### src/rtl/writeback_unit_pkg.sv
// Shared widths, writeback-op encodings and FSM state encodings for the writeback stage.
package writeback_unit_pkg;

    localparam int DATA_SIZE     = 32;
    localparam int GPR_SIZE      = 5;
    localparam int OP_WB_SIZE    = 2;
    localparam int WB_STATE_SIZE = 2;

    localparam logic [OP_WB_SIZE-1:0] WB_NONE     = 2'd0;
    localparam logic [OP_WB_SIZE-1:0] WB_REGISTER = 2'd1;
    localparam logic [OP_WB_SIZE-1:0] WB_MEMORY   = 2'd2;

    typedef enum logic [WB_STATE_SIZE-1:0] {
        WB_IDLE      = 2'd0,
        WB_LOAD_WAIT = 2'd1,
        WB_ERROR     = 2'd2
    } wb_state_t;

endpackage

### src/rtl/load_timeout_counter.sv
// Counts wait cycles of an outstanding load; terminal is high once MEM_TIMEOUT-1 cycles have elapsed.
// Latency: terminal is a combinational decode of the registered count. No backpressure.
// Backpressure: none; clear has priority over enable.
module load_timeout_counter #(
    parameter int MEM_TIMEOUT = 15
) (
    input  logic clock,
    input  logic reset,
    input  logic clear,
    input  logic enable,
    output logic terminal
);

    logic [7:0] count;

    always_ff @(posedge clock) begin
        if (reset || clear) begin
            count <= 8'd0;
        end else if (enable) begin
            count <= count + 8'd1;
        end
    end

    assign terminal = (count == 8'(MEM_TIMEOUT - 1));

endmodule

### src/rtl/writeback_unit.sv
// Writeback stage: retires ALU results or load data into the register-file write port, 1-cycle latency.
// Backpressure: stall holds upstream while a load is outstanding or after a load timeout (ERROR, exit via reset).
// Optional WRITEBACK_BYPASS_EN mirrors the write port onto fwd_*; otherwise fwd_* are tied to 0.
module writeback_unit
    import writeback_unit_pkg::*;
#(
    parameter int MEM_TIMEOUT = 15,
    parameter int COUNT_SIZE  = 16
) (
    input  logic                  clock,
    input  logic                  reset,
    input  logic [DATA_SIZE-1:0]  result,
    input  logic [GPR_SIZE-1:0]   destination,
    input  logic [OP_WB_SIZE-1:0] writeback,
    input  logic [DATA_SIZE-1:0]  mem_data_in,
    input  logic                  mem_valid,
    output logic                  reg_write_en,
    output logic [GPR_SIZE-1:0]   reg_write_addr,
    output logic [DATA_SIZE-1:0]  reg_write_data,
    output logic                  stall,
    output logic                  mem_error,
    output logic [COUNT_SIZE-1:0] retired_count,
    output logic                  fwd_valid,
    output logic [GPR_SIZE-1:0]   fwd_destination,
    output logic [DATA_SIZE-1:0]  fwd_data
);

    wb_state_t             state, state_next;
    logic [GPR_SIZE-1:0]   load_dest;
    logic                  latch_dest;
    logic                  wr_next;
    logic [GPR_SIZE-1:0]   wr_addr_next;
    logic [DATA_SIZE-1:0]  wr_data_next;
    logic                  cnt_clear;
    logic                  cnt_enable;
    logic                  timeout_hit;

    load_timeout_counter #(
        .MEM_TIMEOUT (MEM_TIMEOUT)
    ) u_timeout (
        .clock    (clock),
        .reset    (reset),
        .clear    (cnt_clear),
        .enable   (cnt_enable),
        .terminal (timeout_hit)
    );

    always_ff @(posedge clock) begin
        if (reset) begin
            state <= WB_IDLE;
        end else begin
            state <= state_next;
        end
    end

    always_comb begin
        state_next   = state;
        wr_next      = 1'b0;
        wr_addr_next = destination;
        wr_data_next = result;
        latch_dest   = 1'b0;
        stall        = 1'b0;
        cnt_clear    = 1'b0;
        cnt_enable   = 1'b0;
        case (state)
            WB_IDLE: begin
                cnt_clear = 1'b1;
                // Unknown encodings fall to default and retire nothing.
                case (writeback)
                    WB_REGISTER: wr_next = 1'b1;
                    WB_MEMORY: begin
                        latch_dest = 1'b1;
                        stall      = 1'b1;
                        state_next = WB_LOAD_WAIT;
                    end
                    default: ;
                endcase
            end
            WB_LOAD_WAIT: begin
                cnt_enable   = 1'b1;
                wr_addr_next = load_dest;
                wr_data_next = mem_data_in;
                stall        = 1'b1;
                // Returning data beats the timeout when both land in the same cycle.
                if (mem_valid) begin
                    wr_next    = 1'b1;
                    stall      = 1'b0;
                    state_next = WB_IDLE;
                end else if (timeout_hit) begin
                    state_next = WB_ERROR;
                end
            end
            WB_ERROR: stall = 1'b1;
            default: state_next = WB_IDLE;
        endcase
        if (reset) begin
            stall = 1'b0;
        end
    end

    always_ff @(posedge clock) begin
        if (reset) begin
            reg_write_en   <= 1'b0;
            reg_write_addr <= '0;
            reg_write_data <= '0;
            load_dest      <= '0;
            retired_count  <= '0;
        end else begin
            reg_write_en <= wr_next;
            if (wr_next) begin
                reg_write_addr <= wr_addr_next;
                reg_write_data <= wr_data_next;
                retired_count  <= retired_count + 1'b1;
            end
            if (latch_dest) begin
                load_dest <= destination;
            end
        end
    end

    assign mem_error = (state == WB_ERROR);

`ifdef WRITEBACK_BYPASS_EN
    assign fwd_valid       = reg_write_en;
    assign fwd_destination = reg_write_addr;
    assign fwd_data        = reg_write_data;
`else
    assign fwd_valid       = 1'b0;
    assign fwd_destination = '0;
    assign fwd_data        = '0;
`endif

endmodule

### config.mk
export PLATFORM = sky130hd
export DESIGN_NAME = writeback_unit
export DESIGN_NICKNAME = d
export VERILOG_FILES = /design/src/rtl/writeback_unit_pkg.sv /design/src/rtl/load_timeout_counter.sv /design/src/rtl/writeback_unit.sv
export SDC_FILE = /design/constraint.sdc
export NUM_CORES = 1
export LEC_CHECK = 0
export BUFFER_PORTS_ARGS = -buffer_cell sky130_fd_sc_hd__buf_2
export CORE_MARGIN = 2
export CORE_UTILIZATION = 30
export DETAILED_ROUTE_END_ITERATION = 8
export SYNTH_ARGS = -nofsm -noshare
export SYNTH_HDL_FRONTEND = slang
export SYNTH_SLANG_ARGS = --single-unit
### constraint.sdc
create_clock -name clock -period 2.5 [get_ports clock]
set_input_delay 0.375 -clock clock [delete_from_list [all_inputs] [get_ports clock]]
set_output_delay 0.375 -clock clock [all_outputs]
set_load 0.03 [all_outputs]
; ---- Word level (Yosys, flattened, before mapping)
; Index checks and enable logic that the tools add are counted.
; W data, S select, Z words.
[word_totals]
regBits = 69
inputBits = 74
out_inout_bits = 94
elab_cells = 36
[classes]
add_sub_neg = 2
n_eq_ne = 7
mux = 16
bitwise = 1
n_reduce_logical = 3
[ops]
columns = operator, n
row1 = $mux W32, 1
row2 = $add A16 B1 Y16 const B, 1
row3 = $add A8 B1 Y8 const B, 1
row4 = $eq A8 B4 Y1 const B, 1
row5 = $mux W1, 8
row6 = $mux W2, 3
row7 = $pmux W2 S3, 1
row8 = $mux W5, 1
row9 = $eq A2 B1 Y1 const B, 2
row10 = $eq A2 B2 Y1 const B, 2
row11 = $ne A3 B3 Y1 const B, 1
row12 = $pmux W1 S3, 1
row13 = $reduce_and A3 Y1, 1
row14 = $logic_not A2 Y1, 1
row15 = $ne A2 B1 Y1 const B, 1
row16 = $pmux W1 S2, 1
row17 = $logic_or A1 B1 Y1, 1
row18 = $not A1 Y1, 1

; ---- Logic depth before layout (Yosys ltp)
[logic_depth]
ltp_word = 4
mapped_depth = 8
mapped_depth_nobuf = 5

; ---- Hierarchy
; From an unflattened synthesis, not the netlist that was laid out.
[hier_totals]
hier_cells = 415
area_unflattened_um2 = 3383.2
[by_module_without_submodules]
columns = mod, n_inst, cells_per_inst, area_each_um2, seq_area_each_um2
row1 = writeback_unit, 1, 373, 2999.1, 1221.2
row2 = load_timeout_counter, 1, 42, 384.1, 160.2

; ---- Worst setup path after synthesis
; OpenSTA, ideal clock, no wires.
[synth_timing]
path_type = reg-to-reg
startpoint = reg state[0]
endpoint = reg retired_count[11]
setup_ps = 121
arrival_time_ps = 1947
required_ps = 2379
slack_ps = 432
stages_incl_launch_ff = 8
n_path_buf = 3
synth_period_minus_slack_ps = 2068
cell_sequence = dfxtp_1 > buf_6 > or4b_4 > buf_6 > and2_4 > buf_6 > nor4_1 > mux2_2
[synth_between]
elab_chain_len = 2
word_cells_on_any_way = 3
cone_classes = 1 x eq/ne / 1 x mux / 1 x reduce/logical
[synth_lines]
columns = item, line
row1 = from (decl), writeback_unit.sv:28  ; wb_state_t state, state_next;
row2 = from (signal assigned), writeback_unit.sv:52  ; state <= state_next;
row3 = $eq A2 B1 Y1 / $logic_not A2 Y1 (equally long branches), writeback_unit.sv:65  ; case (state)
row4 = $pmux W1 S2 *, writeback_unit.sv:65
row5 = to (signal assigned), writeback_unit.sv:113  ; retired_count <= retired_count + 1'b1;
row6 = to (decl), writeback_unit.sv:22  ; output logic [COUNT_SIZE-1:0] retired_count,
; Mark *: on every way between the ends. The rest lies on a longest branch, timed or not.
; A chain may end at the register's enable or synchronous reset.

; ---- Final worst setup path
[layout_timing]
startpoint = reg state[1]
endpoint = reg retired_count[11]
; The elaborated chain is that of the path after synthesis.

==> out/results.ini <==
[run_status]
status=completed

[clock_network]
clockBufferDepth=2
post-cts-setup-buffers=0
cts_hold_buffers=0
cts_buffers=9
cts_resized=0
clkTransAtPathRegs_ns=0.08
cts_root_buffer=clkbuf_8
htree_levels=3
cts_tree=built
clock-sinks=69
clk_latency_ns=0.34

[power_and_ir_drop]
p_sw_frac=0.282
pwr-share-clk=0.405
p_comb_frac=0.179
leakage_nw=1.90
seqPwrFrac=0.416
p_sw_mw=0.810
p_int_mw=2.06
peakVddDrop_mv=0.268
p_per_area_nw_per_um2=680

[layout]
final_common_cell=buf_2
stdcell_count=676
final_cell_mix=129 x buf_2, 87 x nand2_1, 69 x dfxtp_1
n_antenna_cell=0
synthToLayoutAreaGrowth_pct=26.1
final_core_util=0.388
drive_gt1_frac=0.293
multiInputGateArea_um2=1690
ff_latch_area_um2=1380
finalNetCount=608
fillers=1122

[timing]
max_freq_ghz=0.483
relSlewSlack=0.638
fin_skew_ns=0.0110
slew_violations=0
fin_tns_setup_ns=0
post-route-period-util=0.828
setup_viol_count_final=0
finalWorstSetupSlack_ns=0.429
rsz0062_at_grt=false
period_needed_ns=2.07
hold_viol=0
worst_pin_slew_ns=0.529

[flow_run]
maxCapViolations=0

[synthesis]
synth.top_cell.area_share=0.412
synth_flop_cell=dfxtp_1
synth_top_area_cell=dfxtp_1
ys_ff_latch=69
ys_types=40
synthTopCellsByArea=dfxtp_1 41%, nand2_1 9.9%, a311oi_1 9.7%, buf_4 8.5%, nor2_1 7.5%
synthArstFlopShare=0
yosysWarningCount=0
netlist_area_um2=3350
synth_edf_count=0
synth_area_per_cell_um2=8.09
ys_seq_area_frac=0.412
synth_cells=414

[setup_path]
r2r_slack_ns=0.43
arrival_ns=2.31
startpoint=state[1]
start_kind=flop
cp-end-kind=flop
crit_type=reg2reg
reg2reg_from=state[1]
crit_required_ns=2.73
cp_max_fo=13

[min_path]
hp-start=mem_data_in[8]
hp-class=in2reg

[global_route]
grt_pass1_vias=2848
track_usage=0.139
grt_max_degree=77
grt-ovfl-total=0
grt_pass1_wl_um=13200
antenna_found_initial=0

[route]
via_per_inst=4.54
wl_met1_um=3540
drt.antenna.violating_nets=0
dr.pass1.iters=4
dr.first_iter.drc_count=89
wl_met2_um=4100
maxUsedRoutingLayer=met4
routed_wirelength_um=8270
num_vias=3072
wire_per_inst_um=12.2
met3_length_um=500
drc=0

[floorplanning]
dieArea_um2=12000
rows=38
die_height_um=110
die_w_um=110
start_util=0.308
pin_count=168
core_area_um2=10900

[placement]
dp_hpwl_um=5750
dp.cells=660
gp_congestion=0.775
portBuffers=129
post-place-ws_ns=0.417

==> path summary, 6_finish.rpt <==
kind / to / cells after the start
setup / recovery: retired_count[11] / 4
hold / removal: reg_write_data[8] / 3
setup reg to reg: retired_count[11] / 4
hold reg to reg: reg_write_addr[0] / 2
==> synth_stat cells, types with 2 or more instances <==
cell type,instances
buf_1,5
a21oi_1,11
o31ai_1,4
xor2_1,7
or4_1,5
mux2i_1,5
buf_2,2
a2111oi_0,2
dfxtp_1,69
ha_1,3
nand4_1,4
nor4_1,2
nor2b_1,3
a211oi_1,3
buf_6,3
nor2_1,67
clkbuf_1,18
or3_1,2
nand3_1,6
inv_1,5
nand2_1,88
a311oi_1,37
buf_4,38
xnor2_1,9
==> flip-flops by register name, summed over array words and instances, names as in the netlist <==
name             flops
reg_write_data      32
retired_count       16
u_timeout.count      8
load_dest            5
reg_write_addr       5
state                2
reg_write_en         1
==> cells by family after synthesis <==
group,count (synthesis),share of synthesized area
fa+ha+maj,3,0.0112
xor+xnor,16,0.0418
buf+inv,71,0.130
flops,69,0.412
other cells,1,0.00112
simple gates,186,0.239
mux,6,0.0183
compound gates,62,0.146
==> per-layer routing <==
metal | vias up | GRT usage
met5 | - | 0
met4 | 0 | 0.0597
met3 | 9 | 0.0373
met2 | 90 | 0.242
met1 | 1390 | 0.160
li1 | 1583 | -
==> per-stage QoR <==
stage	area [um2]	hold slack [ns]	power [mW]
finish	4220	0.283	2.87
detailed placement	3970	0.468	1.74
floorplan	3490	0.454	1.63
global placement	3970	0.459	1.73
CTS	4220	0.269	2.91
global route	4220	0.277	3.03
==> final cells by class <==
class,count,area share
Tap cell,140,0.0415
Sequential cell,69,0.327
Inverter,5,0.00444
Multi-Input combinational cell,311,0.399
Timing Repair Buffer,135,0.166
Clock buffer,13,0.0400
Clock inverter,3,0.0213
==> power groups by stage <==
stage / registers (mW) / logic [mW] / clock network, mW
after global routing: 1.20 / 0.567 / 1.26
after global placement: 1.22 / 0.514 / 0
after floorplan: 1.33 / 0.301 / 0
after CTS: 1.20 / 0.522 / 1.20
final: 1.20 / 0.516 / 1.16
after detailed placement: 1.22 / 0.522 / 0
==> worst max-delay path, stage by stage (launching register included) <==
cell	delay, ns
dfxtp_1	0.44
or4b_4	0.66
and2_4	0.23
nor4_1	0.28
mux2_2	0.36
No activity file was read; power rests on OpenSTA's default activity.
